--- src/rtl/memory_access_unit_pkg.sv ---
// Shared types and default widths for the CPU pipeline stages.
package cpu_pkg;

    localparam int CPU_DATA_W = 16;
    localparam int CPU_ADDR_W = 16;
    localparam int INSTR_W    = 16;

    typedef enum logic [1:0] {
        IDLE    = 2'd0,
        WAIT_RD = 2'd1,
        WAIT_WR = 2'd2
    } ma_state_t;

    typedef struct packed {
        logic                  valid;
        logic                  iswb;
        logic                  isld;
        logic [INSTR_W-1:0]    instr;
        logic [CPU_DATA_W-1:0] ldresult;
        logic [CPU_DATA_W-1:0] aluresult;
    } wb_pkt_t;

endpackage

--- src/rtl/memory_access_unit_timeout_ctr.sv ---
// Wait-state watchdog: counts cycles spent waiting for a memory ack and
// flags the last permitted cycle so the caller can abandon the access.
module ma_timeout_ctr #(
    parameter int TIMEOUT_CYC = 64
) (
    input  logic clk,
    input  logic rst_n,
    input  logic clear,
    input  logic enable,
    output logic expired
);

    localparam int CW = (TIMEOUT_CYC > 2) ? $clog2(TIMEOUT_CYC) : 1;
    localparam logic [CW-1:0] LAST = CW'(TIMEOUT_CYC - 1);

    logic [CW-1:0] cnt;

    assign expired = enable && (cnt == LAST);

    // Restart on each new transaction, count wait cycles, park at the limit.
    always_ff @(posedge clk) begin
        if (!rst_n) begin
            cnt <= '0;
        end else if (clear) begin
            cnt <= '0;
        end else if (enable && (cnt != LAST)) begin
            cnt <= cnt + CW'(1);
        end
    end

endmodule

--- src/rtl/memory_access_unit.sv ---
// Memory-access pipeline stage: passes ALU results through in one cycle,
// runs loads/stores over a req/ack port with a timeout, and emits a
// one-cycle writeback packet. Optional macro MA_STALL_CNT_EN adds a
// saturating stall_cnt output counting busy cycles.
module memory_access_unit
    import cpu_pkg::*;
#(
    parameter int DATA_W      = CPU_DATA_W,
    parameter int ADDR_W      = CPU_ADDR_W,
    parameter int TIMEOUT_CYC = 64
) (
    input  logic                clk,
    input  logic                rst_n,
    input  logic                in_valid,
    input  logic [INSTR_W-1:0]  in_instr,
    input  logic [DATA_W-1:0]   in_aluresult,
    input  logic [DATA_W-1:0]   in_stdata,
    input  logic                in_isld,
    input  logic                in_isst,
    input  logic                in_iswb,
    output logic                ma_busy,
    output logic                mem_req,
    output logic                mem_we,
    output logic [ADDR_W-1:0]   mem_addr,
    output logic [DATA_W-1:0]   mem_wdata,
    input  logic [DATA_W-1:0]   mem_rdata,
    input  logic                mem_ack,
    output logic                wb_valid,
    output logic                wb_iswb,
    output logic                wb_isld,
    output logic [INSTR_W-1:0]  wb_instr,
    output logic [DATA_W-1:0]   wb_ldresult,
    output logic [DATA_W-1:0]   wb_aluresult,
    output logic                mem_err
`ifdef MA_STALL_CNT_EN
   ,output logic [15:0]         stall_cnt
`endif
);

    ma_state_t           state;
    logic                accept;
    logic                ack_seen;
    logic                expired;
    logic [INSTR_W-1:0]  lat_instr;
    logic [DATA_W-1:0]   lat_alu;
    logic                lat_iswb;

    assign ma_busy  = (state != IDLE);
    assign accept   = in_valid && (state == IDLE);
    assign ack_seen = mem_req && mem_ack;

    ma_timeout_ctr #(
        .TIMEOUT_CYC (TIMEOUT_CYC)
    ) u_timeout (
        .clk     (clk),
        .rst_n   (rst_n),
        .clear   (accept),
        .enable  (ma_busy && mem_req),
        .expired (expired)
    );

    // Capture the instruction context of a memory op for its later packet.
    always_ff @(posedge clk) begin
        if (accept && (in_isld || in_isst)) begin
            lat_instr <= in_instr;
            lat_alu   <= in_aluresult;
            lat_iswb  <= in_iswb;
        end
    end

    // Stage FSM with registered memory-port and writeback outputs.
    always_ff @(posedge clk) begin
        if (!rst_n) begin
            state        <= IDLE;
            mem_req      <= 1'b0;
            mem_we       <= 1'b0;
            mem_addr     <= '0;
            mem_wdata    <= '0;
            wb_valid     <= 1'b0;
            wb_iswb      <= 1'b0;
            wb_isld      <= 1'b0;
            wb_instr     <= '0;
            wb_ldresult  <= '0;
            wb_aluresult <= '0;
            mem_err      <= 1'b0;
        end else begin
            wb_valid <= 1'b0;
            wb_iswb  <= 1'b0;
            wb_isld  <= 1'b0;
            case (state)
                IDLE: begin
                    if (in_valid) begin
                        if (in_isld) begin
                            state    <= WAIT_RD;
                            mem_req  <= 1'b1;
                            mem_we   <= 1'b0;
                            mem_addr <= in_aluresult[ADDR_W-1:0];
                        end else if (in_isst) begin
                            state     <= WAIT_WR;
                            mem_req   <= 1'b1;
                            mem_we    <= 1'b1;
                            mem_addr  <= in_aluresult[ADDR_W-1:0];
                            mem_wdata <= in_stdata;
                        end else begin
                            wb_valid     <= 1'b1;
                            wb_iswb      <= in_iswb;
                            wb_instr     <= in_instr;
                            wb_aluresult <= in_aluresult;
                        end
                    end
                end
                WAIT_RD, WAIT_WR: begin
                    // An ack on the final wait cycle still completes the access.
                    if (ack_seen || expired) begin
                        state        <= IDLE;
                        mem_req      <= 1'b0;
                        wb_valid     <= 1'b1;
                        wb_instr     <= lat_instr;
                        wb_aluresult <= lat_alu;
                        if (!ack_seen) begin
                            mem_err <= 1'b1;
                        end else if (state == WAIT_RD) begin
                            wb_isld     <= 1'b1;
                            wb_iswb     <= lat_iswb;
                            wb_ldresult <= mem_rdata;
                        end
                    end
                end
                default: begin
                    state   <= IDLE;
                    mem_req <= 1'b0;
                end
            endcase
        end
    end

`ifdef MA_STALL_CNT_EN
    // Saturating count of cycles in which execute is stalled.
    always_ff @(posedge clk) begin
        if (!rst_n) begin
            stall_cnt <= '0;
        end else if (ma_busy && (stall_cnt != 16'hFFFF)) begin
            stall_cnt <= stall_cnt + 16'd1;
        end
    end
`endif

endmodule

--- config.mk ---
export PLATFORM = sky130hd
export DESIGN_NAME = memory_access_unit
export DESIGN_NICKNAME = d
export VERILOG_FILES = /design/src/rtl/memory_access_unit_pkg.sv /design/src/rtl/memory_access_unit_timeout_ctr.sv /design/src/rtl/memory_access_unit.sv
export SDC_FILE = /design/constraint.sdc
export NUM_CORES = 1
export LEC_CHECK = 0
export ABC_AREA = 1
export BUFFER_PORTS_ARGS = -buffer_cell sky130_fd_sc_hd__buf_2
export CORE_UTILIZATION = 39
export DETAILED_ROUTE_END_ITERATION = 8
export PLACE_DENSITY = 0.73
export SYNTH_ARGS = -nofsm -noshare
export SYNTH_HDL_FRONTEND = slang
export SYNTH_SLANG_ARGS = --single-unit
--- constraint.sdc ---
create_clock -name clk -period 3.75 [get_ports clk]
set_input_delay 0.5625 -clock clk [delete_from_list [all_inputs] [get_ports clk]]
set_output_delay 0.5625 -clock clk [all_outputs]
set_load 0.02 [all_outputs]
==> flow_summary.yaml <==
final_layout:
  final_area_um2: 6490
  finalNetCount: 782
  final_layout_size_suffix_gt1_share_pct: 28.9
  area_delta_synth_final_pct: 27.7
  n_antenna_cell: 0
timing:
  final.setup.tns_ns: 0
  grt_setup_unrepaired: "false"
  slew_viol_final: 0
  max-slew-margin-rel_pct: 20.3
  setup_viol: 0
  hold_violations: 0
  period_minus_slack_ns: 2.37
  fmax_ghz: 0.422
  finalCritPeriodShare_pct: 63.2
  worst_slew_pin_slew_ns: 1.19
  skew_ns: 0.00937
worst_setup_path:
  worst_path_largest_cell_delay_ns: 0.86
  rr_worst_depth: 8
  cp_slowest_cell: "nand2_2"
  path_buf_inv: 1
  startpoint_type: "flip-flop"
  critical-path-top-delay-family: "simple AND/OR/NAND/NOR gates"
  arrival_ns: 2.66
  crit_required_ns: 4.03
  critPathKind: "reg -> reg"
  ff2ff_setup_slack_ns: 1.38
  reg2reg_to: "state[1]$_SDFFE_PN0P_"
  crit_path_cell_trace: "inv_1 > ha_2 > nor2_1 > nand3_2 > nand2_2 > nand2_1 > nand2_1 > a21oi_2"
  end_kind: "flip-flop"
  crit_top_cell: "nand2_1"
  crit_fanout: 68
  r2r_start: "state[0]$_SDFFE_PN0P_"
yosys:
  synth_warnings: 0
  synth.most_common_cell: "nor2_1"
  dominantRegCellSynth: "dfxtp_1"
  ys_seq_elements: 127
  synth_edf_count: 33
  synth_top_cells_by_count: "nor2_1, dfxtp_1, nand2_1"
  netlist_instances: 559
  synth_area_leaders: "dfxtp_1, edfxtp_1, nor2_1, mux2i_1, nand2_1"
  synth_top_area_share_pct: 37.0
  yosysSeqAreaShare_pct: 56.5
  synth_nets: 634
  avgSynthCellArea_um2: 9.09
  synth_area_um2: 5080
  ys_types: 31
  yosys.area.top_type: "dfxtp_1"
  async_flop_share_pct: 0
placement:
  routabilityCongestion: 0.764
  placed_area_um2: 5900
  io_buffers: 157
  dp_hpwl_um: 7370
drt:
  wl_um: 11500
  avgViaCountPerCell: 4.65
  num_vias: 4150
  drt_pass1_iterations: 4
  ant_nets: 0
  wl_per_cell_um: 12.9
  drt_iter0_drc: 395
  drc: 0
clocking:
  clk_pin_slew_ns: 0.06
  cts_buffers: 17
  cts.repair.resized: 0
  cts_max_level: 4
  post_cts_buffers: 0
  cts_sinks: 127
  ctsRootBufferMaster: "clkbuf_16"
  insertion_delay_ns: 0.41
  postCtsHoldBufs: 0
  cts_buffer_depth: 2
  cts_tree: "done"
hold_path:
  hold_start: "in_instr[11]"
  min_path_type: "in -> reg"
  hold_end: "lat_instr[11]$_DFFE_PP_"
  min_delay_path_depth: 1
power:
  p_leak_nw: 2.99
  power_switching_w: 0.000958
  pwr-share-seq_pct: 41.8
  clkPwrFrac_pct: 44.1
  ir_drop_v: 0.000302
  p_comb_share_pct: 14.1
  p_int_w: 0.00275
  power.density_nw_per_um2: 571
  sw_frac_of_total_pct: 25.8
grt:
  grt_max_degree: 82
  grt_first_pass_wirelength_um: 18600
  first_global_vias: 3872
  gr-total-overflow: 0
  antenna_found_initial: 0
  gr-usage-all-layers_pct: 17.9
flow_run:
  max_cap_violations: 0
die:
  rows: 41
  ios: 158
  dieWidth_um: 116
  start_util_pct: 40.1
  die_h_um: 116
  die-area_um2: 13500
  coreArea_um2: 12700
run_status:
  status: "complete, no violations"
-- registers in the layout, summed over array words and instances (netlist names) --
signal / count
mem_wdata: 16
wb_aluresult: 16
mem_we: 1
mem_req: 1
mem_addr: 16
u_timeout.cnt: 6
lat_instr: 16
wb_instr: 16
state: 2
wb_ldresult: 16
lat_alu: 16
wb_iswb: 1
lat_iswb: 1
mem_err: 1
wb_valid: 1
wb_isld: 1
-- logic make-up (layout without fill, tap and decap cells) --
logic type	count (synthesis)	after routing	synth area share, %
simple gates	247	247	20.3
mux	32	32	6.30
flops	127	127	56.5
buf+inv	53	214	5.93
compound gates	94	94	9.67
fa+ha+maj	4	4	0.985
xor+xnor	2	2	0.345
-- worst max-delay path by stage --
stage,start,to,slack [ns],cells past startpoint
after floorplan,state[0]$_SDFFE_PN0P_,lat_alu[0]$_DFFE_PP_,2.00,6
after global placement,state[0]$_SDFFE_PN0P_,state[1]$_SDFFE_PN0P_,1.40,8
after detailed placement,state[0]$_SDFFE_PN0P_,state[1]$_SDFFE_PN0P_,1.38,8
after CTS,state[0]$_SDFFE_PN0P_,state[1]$_SDFFE_PN0P_,1.37,8
after global routing,state[0]$_SDFFE_PN0P_,state[1]$_SDFFE_PN0P_,1.09,8
final,state[0]$_SDFFE_PN0P_,state[1]$_SDFFE_PN0P_,1.38,8
-- power by group through the flow --
stage	Clock, W	Combinational [W]	Sequential [W]
after floorplan	0	0.000292	0.00166
after global placement	0	0.000523	0.00158
after detailed placement	0	0.000528	0.00158
after CTS	0.00167	0.000529	0.00155
after global routing	0.00173	0.000584	0.00156
final	0.00164	0.000523	0.00155
-- per-stage QoR --
| stage | cells | setup slack, ns | power [W] | utilization [%] | hold slack, ns |
|---|---|---|---|---|---|
| finish | 892 | 1.38 | 0.00371 | 51.2 | 0.349 |
| global placement | 860 | 1.40 | 0.00210 | 46.6 | 0.454 |
| detailed placement | 860 | 1.38 | 0.00211 | 46.6 | 0.460 |
| floorplan | 559 | 2.00 | 0.00195 | - | 0.464 |
| CTS | 892 | 1.37 | 0.00375 | 51.2 | 0.328 |
| global route | 892 | 1.09 | 0.00387 | 51.2 | 0.330 |
-- placed cells by master (no fill, tap or decap), types with 4 or more instances in the layout --
cell / count
buf_2: 157
nor2_1: 137
dfxtp_1: 94
nand2_1: 61
o21ai_0: 41
a21oi_1: 40
nand3_1: 36
edfxtp_1: 33
mux2i_1: 32
clkbuf_16: 17
inv_1: 15
o21ai_1: 9
buf_4: 5
clkbuf_1: 4
-- worst register-to-register path: stages (launching register included) --
cell	delay, ns
dfxtp_1	0.38
inv_1	0.06
ha_2	0.22
nor2_1	0.17
nand3_2	0.13
nand2_2	0.86
nand2_1	0.23
nand2_1	0.15
a21oi_2	0.06
-- routing by layer --
| layer | GRT usage [%] | wire (um) | vias to the layer above |
|---|---|---|---|
| li1 | - | - | 2152 |
| met1 | 23.2 | 5480 | 1876 |
| met2 | 28.1 | 5220 | 113 |
| met3 | 5.55 | 656 | 9 |
| met4 | 6.75 | 123 | 0 |
| met5 | 0 | 0 | - |
-- cell type report --
cell class / count / area, um2
Inverter: 20 / 77.6
Clock buffer: 22 / 454
Multi-Input combinational cell: 379 / 1910
Sequential cell: 127 / 2870
Tap cell: 172 / 215
Timing Repair Buffer: 162 / 823
Clock inverter: 10 / 138
Fill cell: 1195 / 6180
(Power assumes the default switching activity.)
